==> src/rtl/rmii_byte_assembler.sv <==
// RMII byte assembler: packs LSB-first dibits from the RMII receiver into bytes,
// delimits frames, counts bytes and flags misaligned / oversize frames.
// Optional FCS residue check is compiled in when ETH_CRC_CHECK_EN is defined;
// without it crc_ok is tied low and no CRC logic exists.
module rmii_byte_assembler #(
   parameter int unsigned CNT_WIDTH = 16,
   parameter int unsigned MAX_BYTES = 1522
) (
   input  logic                 clk,
   input  logic                 rstn,
   input  logic                 axiiv,
   input  logic [1:0]           axiid,
   output logic                 axiov,
   output logic [7:0]           axiod,
   output logic                 frame_start,
   output logic                 frame_done,
   output logic [CNT_WIDTH-1:0] byte_count,
   output logic                 misaligned,
   output logic                 oversize,
   output logic                 crc_ok
);

   typedef enum logic [1:0] {
      StWaitIdle,
      StIdle,
      StCollect,
      StDone
   } state_e;

   localparam logic [CNT_WIDTH-1:0] CntMax = '1;

   state_e               state_q, state_d;
   logic [1:0]           idx_q, idx_d;
   logic [5:0]           shreg_q, shreg_d;       // dibits 0..2 of the byte in flight
   logic                 axiov_q, axiov_d;
   logic [7:0]           axiod_q, axiod_d;
   logic                 frame_start_q, frame_start_d;
   logic                 frame_done_q, frame_done_d;
   logic [CNT_WIDTH-1:0] byte_count_q, byte_count_d;
   logic                 misaligned_q, misaligned_d;
   logic                 oversize_q, oversize_d;
   logic                 over_seen_q, over_seen_d; // internal, published at DONE
   logic                 take;
   logic [7:0]           new_byte;

`ifdef ETH_CRC_CHECK_EN
   localparam logic [31:0] CrcPoly    = 32'hEDB88320;
   localparam logic [31:0] CrcResidue = 32'hDEBB20E3;

   logic [31:0] crc_q, crc_d;
   logic        crc_ok_q, crc_ok_d;

   function automatic logic [31:0] crc_byte(input logic [31:0] c, input logic [7:0] b);
      logic [31:0] r;
      r = c ^ {24'h0, b};
      for (int i = 0; i < 8; i++) begin
         r = r[0] ? ((r >> 1) ^ CrcPoly) : (r >> 1);
      end
      return r;
   endfunction
`endif

   assign new_byte = {axiid, shreg_q};

   // Frame FSM, dibit packing, counters and status flags
   always_comb begin
      state_d       = state_q;
      idx_d         = idx_q;
      shreg_d       = shreg_q;
      axiov_d       = 1'b0;
      axiod_d       = axiod_q;
      frame_start_d = 1'b0;
      frame_done_d  = 1'b0;
      byte_count_d  = byte_count_q;
      misaligned_d  = misaligned_q;
      oversize_d    = oversize_q;
      over_seen_d   = over_seen_q;
      take          = 1'b0;
`ifdef ETH_CRC_CHECK_EN
      crc_d         = crc_q;
      crc_ok_d      = crc_ok_q;
`endif

      unique case (state_q)
         // A frame in flight at reset release is never joined mid-stream
         StWaitIdle: begin
            if (!axiiv) state_d = StIdle;
         end
         StIdle: begin
            if (axiiv) begin
               state_d      = StCollect;
               take         = 1'b1;
               byte_count_d = '0;
               misaligned_d = 1'b0;
               oversize_d   = 1'b0;
               over_seen_d  = 1'b0;
`ifdef ETH_CRC_CHECK_EN
               crc_d        = '1;
               crc_ok_d     = 1'b0;
`endif
            end
         end
         StCollect: begin
            if (axiiv) begin
               take = 1'b1;
            end else begin
               state_d      = StDone;
               frame_done_d = 1'b1;
               misaligned_d = (idx_q != 2'd0);
               oversize_d   = over_seen_q;
               idx_d        = 2'd0;   // partial byte is discarded
`ifdef ETH_CRC_CHECK_EN
               crc_ok_d     = (crc_q == CrcResidue) && (idx_q == 2'd0);
`endif
            end
         end
         // One cycle gap; any dibit presented here is ignored
         StDone: begin
            state_d = StIdle;
         end
         default: begin
            state_d = StWaitIdle;
         end
      endcase

      if (take) begin
         idx_d = idx_q + 2'd1;
         unique case (idx_q)
            2'd0: shreg_d[1:0] = axiid;
            2'd1: shreg_d[3:2] = axiid;
            2'd2: shreg_d[5:4] = axiid;
            default: begin
               // Byte index equals the count before increment
               if (32'(byte_count_q) >= MAX_BYTES) begin
                  over_seen_d = 1'b1;
               end else begin
                  axiov_d       = 1'b1;
                  axiod_d       = new_byte;
                  frame_start_d = (byte_count_q == '0);
               end
               if (byte_count_q != CntMax) byte_count_d = byte_count_q + 1'b1;
`ifdef ETH_CRC_CHECK_EN
               crc_d = crc_byte(crc_q, new_byte);
`endif
            end
         endcase
      end
   end

   // State and output registers, asynchronously cleared
   always_ff @(posedge clk or negedge rstn) begin
      if (!rstn) begin
         state_q       <= StWaitIdle;
         idx_q         <= 2'd0;
         shreg_q       <= 6'd0;
         axiov_q       <= 1'b0;
         axiod_q       <= 8'h00;
         frame_start_q <= 1'b0;
         frame_done_q  <= 1'b0;
         byte_count_q  <= '0;
         misaligned_q  <= 1'b0;
         oversize_q    <= 1'b0;
         over_seen_q   <= 1'b0;
      end else begin
         state_q       <= state_d;
         idx_q         <= idx_d;
         shreg_q       <= shreg_d;
         axiov_q       <= axiov_d;
         axiod_q       <= axiod_d;
         frame_start_q <= frame_start_d;
         frame_done_q  <= frame_done_d;
         byte_count_q  <= byte_count_d;
         misaligned_q  <= misaligned_d;
         oversize_q    <= oversize_d;
         over_seen_q   <= over_seen_d;
      end
   end

`ifdef ETH_CRC_CHECK_EN
   // CRC accumulator and result flag
   always_ff @(posedge clk or negedge rstn) begin
      if (!rstn) begin
         crc_q    <= '1;
         crc_ok_q <= 1'b0;
      end else begin
         crc_q    <= crc_d;
         crc_ok_q <= crc_ok_d;
      end
   end

   assign crc_ok = crc_ok_q;
`else
   assign crc_ok = 1'b0;
`endif

   assign axiov       = axiov_q;
   assign axiod       = axiod_q;
   assign frame_start = frame_start_q;
   assign frame_done  = frame_done_q;
   assign byte_count  = byte_count_q;
   assign misaligned  = misaligned_q;
   assign oversize    = oversize_q;

endmodule
==> config.mk <==
export PLATFORM = sky130hd
export DESIGN_NAME = rmii_byte_assembler
export DESIGN_NICKNAME = d
export VERILOG_FILES = /design/src/rtl/rmii_byte_assembler.sv
export SDC_FILE = /design/constraint.sdc
export NUM_CORES = 1
export LEC_CHECK = 0
export CORE_UTILIZATION = 59
export CTS_BUF_LIST = sky130_fd_sc_hd__clkbuf_8
export CTS_CLUSTER_SIZE = 10
export DETAILED_ROUTE_END_ITERATION = 10
export PLACE_DENSITY = 0.87
export SETUP_SLACK_MARGIN = 0.1
export SLEW_MARGIN = 20
export SYNTH_ARGS = -nofsm -noshare
export SYNTH_HDL_FRONTEND = slang
export SYNTH_SLANG_ARGS = --single-unit
==> constraint.sdc <==
create_clock -name clk -period 4.25 [get_ports clk]
set_clock_uncertainty 0.05 [all_clocks]
set_input_delay 0.425 -clock clk [delete_from_list [all_inputs] [get_ports clk]]
set_output_delay 0.425 -clock clk [all_outputs]
set_load 0.05 [all_outputs]
==> flow_summary.yaml <==
status:
  status: "finished, final reports clean"
synthesis:
  async_reset_ff_share_pct: 100
  synth_top_area_share_pct: 47.1
  yosysUniqueCellTypes: 45
  syn_nets: 216
  ys_seq_area_share_pct: 47.1
  syn-instance-count: 201
  syn_avg_cell_area_um2: 10.6
  synth_edf_count: 0
  netlist_area_um2: 2120
  ys_seq_elements: 40
  synthFlopType: "dfrtp_1"
  yosysTopAreaCell: "dfrtp_1"
  synth_warnings: 0
  synthTopCellsByArea: "dfrtp_1 47%, mux2_2 8.5%, ha_1 5.9%"
cts:
  numCtsBuffers: 5
  clk_pin_slew_ns: 0.08
  clkSinkCount: 40
  root_buffer: "clkbuf_8"
  cts_tree: "done"
  hold_buffers: 0
  clk_path_buf_depth: 2
  cts-resized-gates: 0
  clock_latency_ns: 0.30
  cts-htree-levels: 2
  cts_setup_buffers: 0
placed_design:
  hpwl_mm: 3.10
  numPortBuffers: 33
  place_congestion: 0.929
  place_area_um2: 2450
min_path:
  hold_class: "in2async"
routing:
  drc: 0
  drtIter0Drc: 87
  vias_per_cell: 6.01
  postRouteAntennaNets: 0
  drt_pass1_iterations: 4
  wire_per_inst_um: 16.0
  vias: 1678
  wl_mm: 4.45
cells_and_area:
  area_growth_pct: 20.9
  final_cell_area_um2: 2570
  fin_nets: 247
  n_antenna_cell: 0
  final_core_util_pct: 75.8
  drive_gt1_share_pct: 14.6
die:
  io_pins: 35
  start_util_pct: 62.7
  dieArea_um2: 3840
  coreArea_um2: 3390
  die_x_um: 62.0
  rows: 21
  die_h_um: 62.0
pwr:
  powerDensity_nw_per_um2: 583
  power_mw: 1.50
  ir_drop_mv: 0.356
  leakagePower_nw: 1.11
worst_setup_path:
  crit_required_ns: 4.39
  crit_path_end_kind: "flip-flop"
  path_delay_family: "compound AO/OA/AOI/OAI gates"
  cp_num_buf_inv: 1
  worstPathArrival_ns: 2.70
  cp_slowest_cell: "clkdlybuf4s50_1"
  path_cells: "clkdlybuf4s50_1, and3_1, o41a_1, a21oi_1, a211o_1"
  crit_path_max_incr_delay_ns: 0.69
  r2r_slack_ns: 1.74
  crit_type: "in2reg"
  cp-start-kind: "input pin"
  crit_path_max_fanout: 14
sta:
  hold_violations: 0
  timing.slew.headroom_pct: 40.8
  fin_crit_ns: 2.56
  setup_viol: 0
  fmax_mhz: 391
  grt_setup_unrepaired: "false"
  worst_pin_slew_ns: 0.888
  post-route-period-util_pct: 60.2
  drv_slew: 0
  tns_ns: 0
grt:
  overflow: 0
  antenna_found_initial: 0
  grt.total_usage_pct: 26.4
  grt_first_pass_wirelength_mm: 7.22
  grt_max_degree: 41
  grt_pass1_vias: 1550
run:
  maxCapViolations: 0
-- metal layers --
| metal | routed length, um | track usage [%] |
|---|---|---|
| met5 | 0 | 0 |
| met1 | 2010 | 35.3 |
| met4 | 72 | 10.2 |
| met2 | 2130 | 41.8 |
| met3 | 239 | 6.00 |
-- power breakdown --
| group | switching [mW] | leakage [nW] | internal [mW] |
|---|---|---|---|
| Clock | 0.145 | 0.0548 | 0.177 |
| Combinational | 0.386 | 0.536 | 0.241 |
| Sequential | 0.0682 | 0.524 | 0.480 |
-- path summary, 6_finish.rpt --
kind	from	endpoint	cells after the start
min in group clk	shreg_q[3]$_DFFE_PN0P_	axiod[3]$_DFFE_PN0P_	1
hold / removal	rstn	byte_count[0]$_DFF_PN0_	1
setup / recovery	axiiv	byte_count[5]$_DFF_PN0_	5
max in group asynchronous	rstn	shreg_q[1]$_DFFE_PN0P_	1
setup reg to reg	state_q[0]$_DFFE_PN0P_	byte_count[5]$_DFF_PN0_	6
hold reg to reg	shreg_q[3]$_DFFE_PN0P_	axiod[3]$_DFFE_PN0P_	1
-- Yosys cell counts (4+ instances only) --
master / number
buf_2: 4
and3_1: 4
nor2_1: 9
mux2_2: 16
dfrtp_1: 40
nand4_1: 7
inv_1: 10
ha_1: 10
o21ai_0: 11
nor4_1: 5
a21oi_1: 8
nand3_1: 11
nand2_1: 16
-- cells in the final DEF, fill, tap and decap left out, drive strengths merged, types with 3 or more instances in the layout --
cell and count:
a21oi 8, a22o 3, and3 4, and4 3, clkbuf 5, clkdlybuf4s50 32, dfrtp 40, ha 10
inv 11, mux2 16, nand2 16, nand3 11, nand4 10, nor2 10, nor3 3, nor4 5
o21ai 11, or4 3
-- cell type report --
class | instances | area [um^2]
Fill cell | 225 | 821
Sequential cell | 40 | 1000
Multi-Input combinational cell | 142 | 1030
Timing Repair Buffer | 33 | 325
Tap cell | 46 | 57.6
Inverter | 10 | 37.5
Clock buffer | 5 | 68.8
Clock inverter | 3 | 46.3
-- worst register-to-register path, cell delays in order (launching register included) --
cell	delay, ns
dfrtp_1	0.39
inv_1	0.08
ha_1	0.35
and3_1	0.43
o41a_1	0.56
a21oi_1	0.21
a211o_1	0.34
-- registers in the layout (all words and copies together) (netlist names) --
name / flops
byte_count: 16
axiod: 8
oversize: 1
axiov: 1
misaligned: 1
frame_done: 1
state_q: 2
frame_start: 1
shreg_q: 6
idx_q: 2
over_seen_q: 1
-- kinds of logic (layout without fill, tap and decap cells) --
logic type                 after synthesis  count (layout)  share of synthesized area (%)
muxes                                   18              18                           9.42
DFF                                     40              40                           47.1
adders and majority gates               10              10                           5.89
xor gates and xnor gates                 2               2                          0.825
buffers and inverters                   19              51                           4.30
and+or+nand+nor                         74              74                           20.7
other                                    1               1                          0.177
AOI/OAI and AO/OA                       37              37                           11.6
-- per-stage QoR --
stage	worst slack, ns	std cells	hold slack (ns)
after floorplan	1.97	201	0.0794
after global routing	1.54	279	0.260
final	1.69	279	0.191
after CTS	1.76	279	0.208
after detailed placement	1.46	271	0.447
after global placement	1.49	271	0.432
No activity file was read; power rests on OpenSTA's default activity.
